`config.mk`:
```
export PLATFORM = sky130hd
export DESIGN_NAME = priority_request_encoder
export DESIGN_NICKNAME = d
export VERILOG_FILES = /design/src/rtl/priority_request_encoder.sv
export SDC_FILE = /design/constraint.sdc
export NUM_CORES = 1
export LEC_CHECK = 0
export CELL_PAD_IN_SITES_DETAIL_PLACEMENT = 1
export CELL_PAD_IN_SITES_GLOBAL_PLACEMENT = 2
export CORE_AREA = 2 2 62 64
export DETAILED_ROUTE_END_ITERATION = 8
export DIE_AREA = 0 0 64 66
export PLACE_DENSITY = 0.79
export SETUP_SLACK_MARGIN = 0.4
export SYNTH_ARGS = -nofsm -noshare
export SYNTH_HDL_FRONTEND = slang
export SYNTH_SLANG_ARGS = --single-unit
export TNS_END_PERCENT = 5
```
`constraint.sdc`:
```
create_clock -name clk -period 11.2 [get_ports clk]
set_input_delay 2.24 -clock clk [delete_from_list [all_inputs] [get_ports clk]]
set_output_delay 2.24 -clock clk [all_outputs]
set_load 0.1 [all_outputs]
```
`src/rtl/priority_request_encoder.sv`:
```
// -----------------------------------------------------------------------------
// priority_request_encoder
//
// Collects one-cycle request pulses from N sources into a pending vector and
// presents one winning source index at a time on a valid/ready port.
// Requests are never lost. A repeat request from a source that is already
// pending is merged into the existing one, and req_drop is pulsed.
//
// Selection order:
//   RR_MODE = 0 : fixed priority, highest set index wins.
//   RR_MODE = 1 : round-robin. The last granted source has the lowest
//                 priority. The search runs downward from ptr-1 and wraps
//                 modulo N.
//
// Ports:
//   clk        rising-edge clock
//   rst        synchronous active-high reset
//   req_in     [N-1:0] request pulses, OR-ed into pending
//   out_ready  consumer accepts the presented index this cycle
//   out_valid  out_idx holds a pending request
//   out_idx    [IDXW-1:0] selected source, 0 when out_valid = 0
//   pending    [N-1:0] unserved requests, including the presented one
//   pend_cnt   [IDXW:0] population count of pending
//   req_drop   one-cycle pulse when a request was merged into a pending bit
//
// All outputs are registered.
// -----------------------------------------------------------------------------
module priority_request_encoder #(
    parameter int N       = 8,
    parameter int IDXW    = (N > 1) ? $clog2(N) : 1,
    parameter int RR_MODE = 0
) (
    input  logic            clk,
    input  logic            rst,
    input  logic [N-1:0]    req_in,
    input  logic            out_ready,
    output logic            out_valid,
    output logic [IDXW-1:0] out_idx,
    output logic [N-1:0]    pending,
    output logic [IDXW:0]   pend_cnt,
    output logic            req_drop
);

    logic [N-1:0]    pending_reg;
    logic [N-1:0]    pending_next;
    logic [N-1:0]    pop_mask;
    logic            pop;
    logic            out_valid_reg;
    logic [IDXW-1:0] out_idx_reg;
    logic [IDXW-1:0] sel_idx;
    logic [IDXW:0]   pend_cnt_reg;
    logic [IDXW:0]   cnt_next;
    logic            req_drop_reg;

    assign pop = out_valid_reg & out_ready;

    // One-hot clear mask for the index that is handed off this cycle.
    generate
        for (genvar gi = 0; gi < N; gi++) begin : g_pop_mask
            assign pop_mask[gi] = pop && (out_idx_reg == IDXW'(gi));
        end
    endgenerate

    // A source that is popped and re-requested in the same cycle stays set.
    assign pending_next = (pending_reg & ~pop_mask) | req_in;

    always_comb begin
        cnt_next = '0;
        for (int i = 0; i < N; i++) begin
            cnt_next = cnt_next + (IDXW+1)'(pending_next[i]);
        end
    end

    generate
        if (RR_MODE != 0) begin : g_rr
            logic [IDXW-1:0] ptr_reg;
            logic [IDXW-1:0] ptr_next;

            // The selection sees the pointer as updated by this cycle's pop.
            // Without that, the source just granted could win again at once.
            assign ptr_next = pop ? out_idx_reg : ptr_reg;

            always_comb begin
                logic [IDXW-1:0] cand;
                logic            found;
                sel_idx = '0;
                found   = 1'b0;
                // Candidates are ptr-1, ptr-2, ..., ptr, taken modulo N
                // (not modulo 2^IDXW). Indices >= N are never produced.
                for (int s = 1; s <= N; s++) begin
                    cand = IDXW'((int'(ptr_next) + N - s) % N);
                    if (!found && pending_next[cand]) begin
                        sel_idx = cand;
                        found   = 1'b1;
                    end
                end
            end

            always_ff @(posedge clk) begin
                if (rst) begin
                    ptr_reg <= '0;
                end else begin
                    ptr_reg <= ptr_next;
                end
            end
        end else begin : g_fixed
            // The last assignment wins, so the highest set index is selected.
            always_comb begin
                sel_idx = '0;
                for (int i = 0; i < N; i++) begin
                    if (pending_next[i]) begin
                        sel_idx = IDXW'(i);
                    end
                end
            end
        end
    endgenerate

    always_ff @(posedge clk) begin
        if (rst) begin
            pending_reg   <= '0;
            pend_cnt_reg  <= '0;
            req_drop_reg  <= 1'b0;
            out_valid_reg <= 1'b0;
            out_idx_reg   <= '0;
        end else begin
            pending_reg  <= pending_next;
            pend_cnt_reg <= cnt_next;
            req_drop_reg <= |(req_in & pending_reg & ~pop_mask);
            // While a presented index is stalled, it stays put. A newer
            // higher-priority arrival is only recorded in pending.
            if (!out_valid_reg || out_ready) begin
                out_valid_reg <= |pending_next;
                out_idx_reg   <= sel_idx;
            end
        end
    end

    assign out_valid = out_valid_reg;
    assign out_idx   = out_idx_reg;
    assign pending   = pending_reg;
    assign pend_cnt  = pend_cnt_reg;
    assign req_drop  = req_drop_reg;

endmodule
```
Word level (Yosys, flattened, before mapping)
Cells that the tools add are included.
{"block": "word_totals", "reg_bits": 17}
{"block": "classes", "eq_ne": 7, "mux": 7, "n_addsub": 7, "reduce_logical": 13, "bitwise_logic": 6}
{"cell": "bitwise AND 8 bit", "count": 3}
{"cell": "2-to-1 mux 3 bit", "count": 6}
{"cell": "adder 4 x 1 -> 4 bit", "count": 4}
{"cell": "OR reduction 8 bit", "count": 2}
{"cell": "equality test 3 bit, second input constant", "count": 4}
{"cell": "logical AND 1 bit", "count": 8}
{"cell": "inverter 8 bit", "count": 1}
{"cell": "bitwise OR 8 bit", "count": 1}
{"cell": "equality test 3 x 2 -> 1 bit, second input constant", "count": 2}
{"cell": "adder 3 x 1 -> 4 bit", "count": 1}
{"cell": "adder 2 x 1 -> 3 bit", "count": 1}
{"cell": "equality test 3 x 1 -> 1 bit, second input constant", "count": 1}
{"cell": "zero test 3 bit", "count": 1}
{"cell": "adder 1 x 1 -> 2 bit", "count": 1}
{"cell": "bitwise AND 1 bit", "count": 1}
{"cell": "zero test 1 bit", "count": 1}
{"cell": "logical OR 1 bit", "count": 1}
{"cell": "2-to-1 mux 1 bit", "count": 1}

Logic depth before layout (Yosys ltp)
Gate-level depths: netlist of the first run.
{"block": "depth", "word_depth": 12, "mapped_depth": 12, "mapped_depth_nobuf": 12}

Worst setup path before layout of the first run
OpenSTA, ideal clock, no wires.
{"block": "synth_path", "kind": "input -> register", "startpoint": "input port out_ready", "endpoint": "register pend_cnt_reg[2] (netlist: pend_cnt[2])", "t_arrival_ns": 5.099, "path_stages": 12, "path_slack_ns": 5.973, "n_path_buf": 0, "path_cell_list": "nand3b_4 > or3_1 > a21oi_1 > fa_1 > fa_1 > fa_1 > inv_1 > ha_1 > inv_1 > fa_1 > xor2_1 > nor2_1"}
{"block": "synth_between", "elab_chain_cells": 12, "word_cells_on_any_way": 19, "classes_between": "add/sub (7); bitwise (4); reduce/logical (8)"}
{"element": "from (decl)", "line": "36", "rtl": "input logic out_ready,"}
{"element": "bitwise AND 1 bit (*)", "line": "55", "rtl": "assign pop = out_valid_reg & out_ready;"}
{"element": "logical AND 1 bit", "line": "60", "rtl": "assign pop_mask[gi] = pop && (out_idx_reg == IDXW'(gi));"}
{"element": "inverter 8 bit (*)", "line": "65", "rtl": "assign pending_next = (pending_reg & ~pop_mask) | req_in;"}
{"element": "bitwise AND 8 bit (*)", "line": "65"}
{"element": "bitwise OR 8 bit (*)", "line": "65"}
{"element": "adder 1 x 1 -> 2 bit", "line": "70", "rtl": "cnt_next = cnt_next + (IDXW+1)'(pending_next[i]);"}
{"element": "adder 2 x 1 -> 3 bit", "line": "70"}
{"element": "adder 3 x 1 -> 4 bit", "line": "70"}
{"element": "adder 4 x 1 -> 4 bit (3 in series)", "line": "70"}
{"element": "adder 4 x 1 -> 4 bit (*)", "line": "70"}
{"element": "to (signal assigned)", "line": "128", "rtl": "pend_cnt_reg <= cnt_next;"}
{"element": "to (decl)", "line": "51", "rtl": "logic [IDXW:0] pend_cnt_reg;"}
Mark *: on every way between the ends. The rest lies on a longest branch, timed or not.
A chain may end at the register's enable or synchronous reset.

Worst setup path after layout of the first run
Ends and elaborated chain as after synthesis.

==> results.toml, run 1 <==
[drt]
initialDrtViolationCount = 12
viasPerCell = 5.08
wl_per_cell_um = 15.3
via_count = 925
drt-total-wl_um = 2780
first_pass_iters = 4
drc = 0
ant_nets = 0

[placement]
io_buffers = 27
hpwl_um = 2220
placed_area_um2 = 1300
place_congestion = 0.773
pre_cts_slack_ps = 5110

[timing]
fmax_mhz = 175
worst_slack_ps = 5470
relSlewSlack_pct = 33.9
fin_tns_setup_ps = 0
hold_violations = 0
skew_ps = 7.78
timing.final.crit_period_ps = 5730
worst_slew_pin_slew_ps = 988
slew_viol_final = 0
rsz0062_at_grt = "false"
post-route-period-util_pct = 51.1
final-setup-viol-count = 0

[worst_setup_path]
cp_slowest_stage_delay_ps = 580
cp-start-kind = "input pin"
path_buf_inv = 3
critPathMostFrequentCell = "fa_1"
cp_max_fo = 6
worstSetupPathType = "in -> reg"
crit_slowest_cell = "clkdlybuf4s50_1"
r2r_cells = 11
r2r_end = "pend_cnt[2]"
required_ps = 11380
r2r_start = "out_idx[0]"
crit_start = "out_ready"
timing.reg2reg.setup_slack_ps = 7360
crit_path_end_kind = "flop"
cp_cell_sequence = "clkdlybuf4s50_1 -> nand3b_4 -> or3_1 -> a21oi_1 -> fa_1 -> fa_1 -> fa_1 -> inv_1 -> ha_1 -> inv_1 -> fa_1 -> xor2_1 -> nor2_1"
arrival_ps = 5910
cp_top_family = "adder cells"

[clocking]
h-tree-depth = 1
worst_setup_hold_path_clk_slew_ps = 110
cts_made_buffers = 3
cts.sinks = 17
clk_latency_ps = 300
cts_tree = "yes"
holdBufCountCts = 0
cts_resized = 0
cts_root_buffer = "clkbuf_4"
cts_setup_buffers = 0
clock_path_buffers = 2

[die]
initial_core_util_pct = 27.9
fp.dieW_um = 64
core_area_um2 = 3550
ios = 28
fp-row-count = 22
die_y_um = 66
dieArea_um2 = 4220

[finish]
area_growth_pct = 34.2
fin_nets = 154
layout_common_cells = "clkdlybuf4s50_1 (27), dfxtp_1 (17), nor2_1 (10)"
final_cell_area_um2 = 1330
drive_above_1_share_pct = 9.70
diodes = 0
largest_reg_flops = 8
mostFrequentLayoutCell = "clkdlybuf4s50_1"

[grt]
grt_pass1_wl_um = 4710
overflow = 0
antenna_found_initial = 0
grt_max_degree = 18
track_usage_pct = 14.6
grt_pass1_vias = 945

[worst_hold_path]
hold_depth = 2
min_to = "pending[0]"
hold_path.class = "reg -> reg"
holdCritStartpoint = "pending[0]"

[pwr]
ir_worst_vdd_mv = 0.100
p_per_area_nw_per_um2 = 179
p_leak_nw = 0.504
finalPower_w = 0.000238

[run_status]
status = "finished, final reports clean"

[synth]
syn-num-nets = 126
ys_ff_latch = 17
seq_area_frac_synth_pct = 34.3
ys_warn_count = 0
async_reset_ff_share_pct = 0
synth_edf_count = 0
ys_types = 37
synth.avg_cell_area_um2 = 9.26
synthCells = 107
synthFlopType = "dfxtp_1"
synth_area_um2 = 991

[job]
drv_cap = 0
tightest hold or removal path: stages, from the launching register on:
cell and delay (ps):
dfxtp_1 370, a21oi_1 120, nor2_1 80
logic make-up after synthesis:
group / share of synthesized area [%]
AO/OA/AOI/OAI: 23.7
flip-flops: 34.3
buffers and inverters: 5.18
XOR/XNOR: 0.884
AND/OR/NAND/NOR: 22.7
adder cells (fa/ha/maj): 13.1
per-stage QoR:
| stage | util, % | std cells | hold WS [ps] |
|---|---|---|---|
| global route | 37.5 | 182 | 692 |
| finish | 37.5 | 182 | 608 |
| global placement | 36.7 | 178 | 591 |
| CTS | 37.5 | 182 | 623 |
| detailed placement | 36.7 | 178 | 597 |
| floorplan | - | 107 | 1040 |
Yosys cell counts (2+ instances only):
cell type	n	area (um2)
a21oi_1	6	30.0
nand3_1	3	15.0
a31oi_1	3	18.8
o22ai_2	5	62.6
o21ai_1	2	10.0
nor2b_1	2	12.5
inv_1	8	30.0
buf_2	2	10.0
a211oi_2	2	25.0
or3b_1	4	35.0
nor3b_1	2	15.0
fa_1	4	80.1
dfxtp_1	17	340
nand2_1	9	33.8
ha_1	4	50.1
nand4_1	2	12.5
a41oi_1	2	17.5
nor2_1	10	37.5
or3_1	2	12.5
per-layer routing:
layer / global-route usage, % / vias to the layer above / part of all wire [%]
li1: - / 441 / -
met1: 16.6 / 455 / 42
met2: 27.1 / 24 / 52
met3: 2.04 / 5 / 4.1
met4: 5.98 / 0 / 2.0
met5: 0 / - / 0
how the worst max path moves through the flow:
stage	to	slack (ps)	cells past startpoint
finish	pend_cnt[2]	5470	13
global route	pend_cnt[2]	5280	13
CTS	pend_cnt[2]	5440	13
detailed placement	pend_cnt[2]	5110	13
global placement	pend_cnt[2]	5250	13
floorplan	pend_cnt[2]	5970	12
where the power goes:
part | internal, W | switching, W
clock network | 0.0000139 | 0.0000206
logic | 0.0000354 | 0.0000914
registers | 0.0000692 | 0.00000743
cell type report:
class	instances	area, um2
sequential	17	340
fill	427	2220
timing repair buffer	27	270
clock buffer	4	26.3
multi-input combinational	77	599
inverter	9	33.8
tap	48	60.1
(Power assumes the default switching activity.)
==> run 2, diff against run 1 <==
--- a/config.mk
+++ b/config.mk
@@ -7,10 +7,10 @@
 export LEC_CHECK = 0
 export CELL_PAD_IN_SITES_DETAIL_PLACEMENT = 1
 export CELL_PAD_IN_SITES_GLOBAL_PLACEMENT = 2
-export CORE_AREA = 2 2 62 64
+export CORE_AREA = 2 2 64 66
 export DETAILED_ROUTE_END_ITERATION = 8
-export DIE_AREA = 0 0 64 66
-export PLACE_DENSITY = 0.79
+export DIE_AREA = 0 0 66 68
+export PLACE_DENSITY = 0.75
 export SETUP_SLACK_MARGIN = 0.4
 export SYNTH_ARGS = -nofsm -noshare
 export SYNTH_HDL_FRONTEND = slang
==> constraint.sdc (replaced) <==
create_clock -name clk -period 5.44 [get_ports clk]
set_input_delay 1.088 -clock clk [delete_from_list [all_inputs] [get_ports clk]]
set_output_delay 1.088 -clock clk [all_outputs]
set_load 0.1 [all_outputs]
==> results.toml, run 2 (same netlist as run 1, synthesis figures left out) <==
[worst_setup_path]
cp-start-kind = "input pin"
arrival_ps = 4680
crit_path_end_kind = "flop"
required_ps = 5570
cp_cell_sequence = "clkdlybuf4s50_1 -> nand3b_4 -> or3_1 -> a21oi_1 -> fa_1 -> fa_1 -> fa_1 -> inv_1 -> ha_1 -> inv_1 -> fa_1 -> xor2_1 -> nor2_1"
cp_slowest_stage_delay_ps = 590
critPathMostFrequentCell = "fa_1"
timing.reg2reg.setup_slack_ps = 1830
worstSetupPathType = "in -> reg"
cp_max_fo = 6
crit_slowest_cell = "clkdlybuf4s50_1"

[job]
drv_cap = 0

[finish]
area_growth_pct = 37.1
largest_reg_flops = 8
drive_above_1_share_pct = 10.4
seq_area_um2 = 340
multi_input_area_um2 = 599
diodes = 0
fin_nets = 155
fill_cells = 476
mostFrequentLayoutCell = "clkdlybuf4s50_1"
layout_common_cells = "clkdlybuf4s50_1 (27), dfxtp_1 (17), nor2_1 (10)"

[grt]
track_usage_pct = 14.6
grt_pass1_wl_um = 4840
overflow = 0
grt_max_degree = 18
grt_pass1_vias = 955
antenna_found_initial = 0

[pwr]
p_leak_nw = 0.517
ir_worst_vdd_mv = 0.155
p_per_area_nw_per_um2 = 378

[die]
ios = 28
initial_core_util_pct = 25.7
die_y_um = 68
core_area_um2 = 3860
fp.dieW_um = 66
dieArea_um2 = 4490
fp-row-count = 23

[drt]
drt-total-wl_um = 2700
drc = 0
ant_nets = 0
viasPerCell = 4.92
initialDrtViolationCount = 38
via_count = 911
wl_per_cell_um = 14.6
first_pass_iters = 4

[timing]
skew_ps = 0.874
fmax_mhz = 220
final-setup-viol-count = 0
holdWs_ps = 600
timing.final.crit_period_ps = 4550
worst_slew_pin_slew_ps = 971
hold_violations = 0
post-route-period-util_pct = 83.7
relSlewSlack_pct = 35.1
slew_viol_final = 0
rsz0062_at_grt = "false"
fin_tns_setup_ps = 0

[clocking]
holdBufCountCts = 0
cts_root_buffer = "clkbuf_8"
cts_setup_buffers = 0
cts_tree = "yes"
clk_latency_ps = 260
h-tree-depth = 1
worst_setup_hold_path_clk_slew_ps = 70
cts_resized = 0
cts.sinks = 17
clock_path_buffers = 2
cts_made_buffers = 3

[placement]
hpwl_um = 2140
io_buffers = 27
place_congestion = 0.820

[run_status]
status = "finished, final reports clean"

[worst_hold_path]
hold_path.class = "reg -> reg"
## run 2: cell types whose count changed in the layout (fill, tap and decap cells not counted)
cell	previous run	this run
clkbuf_8	0	3
buf_4	0	1
clkbuf_4	3	0
## run 2: area by class of cell
cell class,instances,share of cell area (%)
multi-input cells,77,44.1
repair buffers,28,20.4
well taps,50,4.60
clock buffers,4,3.31
inverters,9,2.49
flip-flops and latches,17,25.0
## run 2: through the flow
step	total power, W	cell area (um2)	setup WS (ps)	std cells	utilization [%]
2_1_floorplan	0.000355	991	1320	107	-
3_3_place_gp	0.000418	1310	643	181	34.1
3_5_place_dp	0.000422	1310	584	181	34.1
4_1_cts	0.000523	1360	859	185	35.2
5_1_grt	0.000549	1360	650	185	35.2
6_report	0.000514	1360	887	185	35.2
## run 2: path summary, 6_finish.rpt
check,depth (start not counted),end,start
setup / recovery,13,pend_cnt[2],out_ready
hold / removal,2,pending[0],pending[0]
setup reg to reg,12,pend_cnt[2],out_valid
hold reg to reg,2,pending[0],pending[0]
## run 2: worst max-delay path, delay by kind of cell
family,cells,cell delay [ps]
and+or+nand+nor,3,540
xor gates and xnor gates,1,140
AOI/OAI and AO/OA,1,290
buffers and inverters,3,720
adders and majority gates,5,1920
## run 2: routing by layer
layer / up-vias / global-route usage, % / wire length, um
li1: 446 / - / -
met1: 444 / 18.2 / 1260
met2: 16 / 24.6 / 1310
met3: 5 / 3.13 / 83
met4: 0 / 6.12 / 45
met5: - / 0 / 0
## run 2: report_power, final
| part | leakage [nW] | switching [W] | internal [W] | total (W) |
|---|---|---|---|---|
| Clock | 0.0228 | 0.0000461 | 0.0000521 | 0.0000983 |
| Sequential | 0.142 | 0.0000148 | 0.000143 | 0.000157 |
| Combinational | 0.351 | 0.000185 | 0.0000728 | 0.000258 |
==> patch: new RTL, flow settings as in run 2 <==
Reset style: asynchronous (`rst`), changed in 2 clocked blocks. Comments in the files are not updated.
--- a/src/rtl/priority_request_encoder.sv
+++ b/src/rtl/priority_request_encoder.sv
@@ -96,7 +96,7 @@
                 end
             end
 
-            always_ff @(posedge clk) begin
+            always_ff @(posedge clk or posedge rst) begin
                 if (rst) begin
                     ptr_reg <= '0;
                 end else begin
@@ -116,7 +116,7 @@
         end
     endgenerate
 
-    always_ff @(posedge clk) begin
+    always_ff @(posedge clk or posedge rst) begin
         if (rst) begin
             pending_reg   <= '0;
             pend_cnt_reg  <= '0;
Formal check against the unedited RTL: differs if rst is asserted again (counterexample within 4 cycles, from zero or initial values and one cycle with rst high); with rst held inactive, the same outputs for 10 cycles.
==> patch against run 2 <==
Routed wire length up 0.30%; clock power up 0.5%; total power down 13%; sequential cell count unchanged; via count down 2.1%; count of clock-buffer cells in the layout down 1; area after synthesis up 8.0%; design area up 4.9%; setup slack better by 0.16 ns; critical path type unchanged; largest power group unchanged.
==> patch: results (changes against run 2) <==
status=finished, final reports clean; post-synthesis xor/xnor area fraction=0.819% (-0.065 points); GP Congestion=0.786 (-4.1%); Flop pwr share=34.5% (+3.9 points); Seq power=0.000154 W; Max Fclk=227 MHz (+3.6%); Inserted Clock Buffers=3 (unchanged); nets@finish=157 (+1.3%); Max stage delay on crit path=0.52 ns (-0.07 ns); adder-cell area share of the yosys netlist=12.2% (-0.97 points); combinational share of power=43.4% (-6.8 points); DR pass1 iterations=4 (unchanged); maximum vdd ir drop=0.175 mV (+13%); Slowest-stage cell, CP=clkdlybuf4s50_1; non-filler cells, final=187 (+1.1%); FF-to-FF End=pend_cnt[1]; Post-Syn Nets=128 (+1.6%); CP startpoint=out_ready; post-layout util=37.0% (+1.7 points); Worst R2R Setup Slack=1.79 ns (-0.04 ns); asr flop ratio synth=100% (+100 points); most frequent cells after synthesis=dfrtp_1, inv_1, nor2_1, nand2_1, nand3_1; filler instances=463 (-2.7%); CP Max Fanout=5 (-1); antenna violations before repair=0 (unchanged); first-pass GRT wire length=4410 um (-8.8%); hold-critical path depth=2 (unchanged); top post-synthesis cells by area=dfrtp_1, fa_1, ha_1; Leakage=0.601 nW (+16%); share of cells above drive strength 1=10.9% (+0.58 points); Tightest Hold Check Type=flop to flop; dpl cell area=1380 um^2 (+5.0%); Worst R2R Start=out_idx[0]; Routed wire per std cell=14.5 um (-0.78%); vias=892 (-2.1%); Top delay family on crit path=adder cells; Detailed Route Iter0 Violations=14 (-63%); pre-CTS setup slack=0.752 ns (+0.169 ns); placed insts=183 (+1.1%); Distinct cells, synth=38 (+2.7%); vias in the first global route=938 (-1.8%); critical hold path startpoint=pending[5]; worst hold endpoint=req_drop; overall routing resource usage=13.4% (-1.2 points); final HPWL from detailed placement=2120 um (-1.1%); Synth Area in Compound Gates=17.8% (-6.0 points); Fin Clk Skew=0.00297 ns (+0.00210 ns); worst slew pin tran=0.974 ns (+0.00286 ns); FF-to-FF path depth=11 (-1); cell count after synthesis=109 (+1.9%); CP Data Arrival Time=4.56 ns (-0.12 ns); post-synthesis sequential area ratio=39.8% (+5.4 points); port bufs=27 (unchanged); Sw Share=45.9% (-2.0 points); ys flop type=dfrtp_1; Antenna Cells=0 (unchanged); Hold Slack=0.573 ns (-0.0276 ns)
==> patch: changes by cell type after synthesis, moves of 3 or more <==
cell and change:
dfxtp_1 -17, inv_2 +4, dfrtp_1 +17, or3b_1 -3, o22ai_2 -4, inv_1 +5, a31oi_1 -3, nand3_1 +3
==> patch: area by class of cell <==
type	count	area share, %
Clock buffer	3	2.90
Sequential cell	17	29.9
Multi-Input combinational cell	71	38.8
Timing Repair Buffer	27	19.0
Tap cell	50	4.39
Inverter	18	4.74
Clock inverter	1	0.351
==> patch: metal layers <==
metal / GRT usage [%] / part of all wire, % / vias up
li1: - / - / 428
met1: 15.3 / 42 / 443
met2: 22.7 / 51 / 14
met3: 2.96 / 3.2 / 7
met4: 8.93 / 3.7 / 0
met5: 0 / 0 / -
==> patch: cell families after synthesis <==
family / Yosys count
compound gates: 21
xor+xnor: 1
fa+ha+maj: 8
buf+inv: 21
flops: 17
simple gates: 41
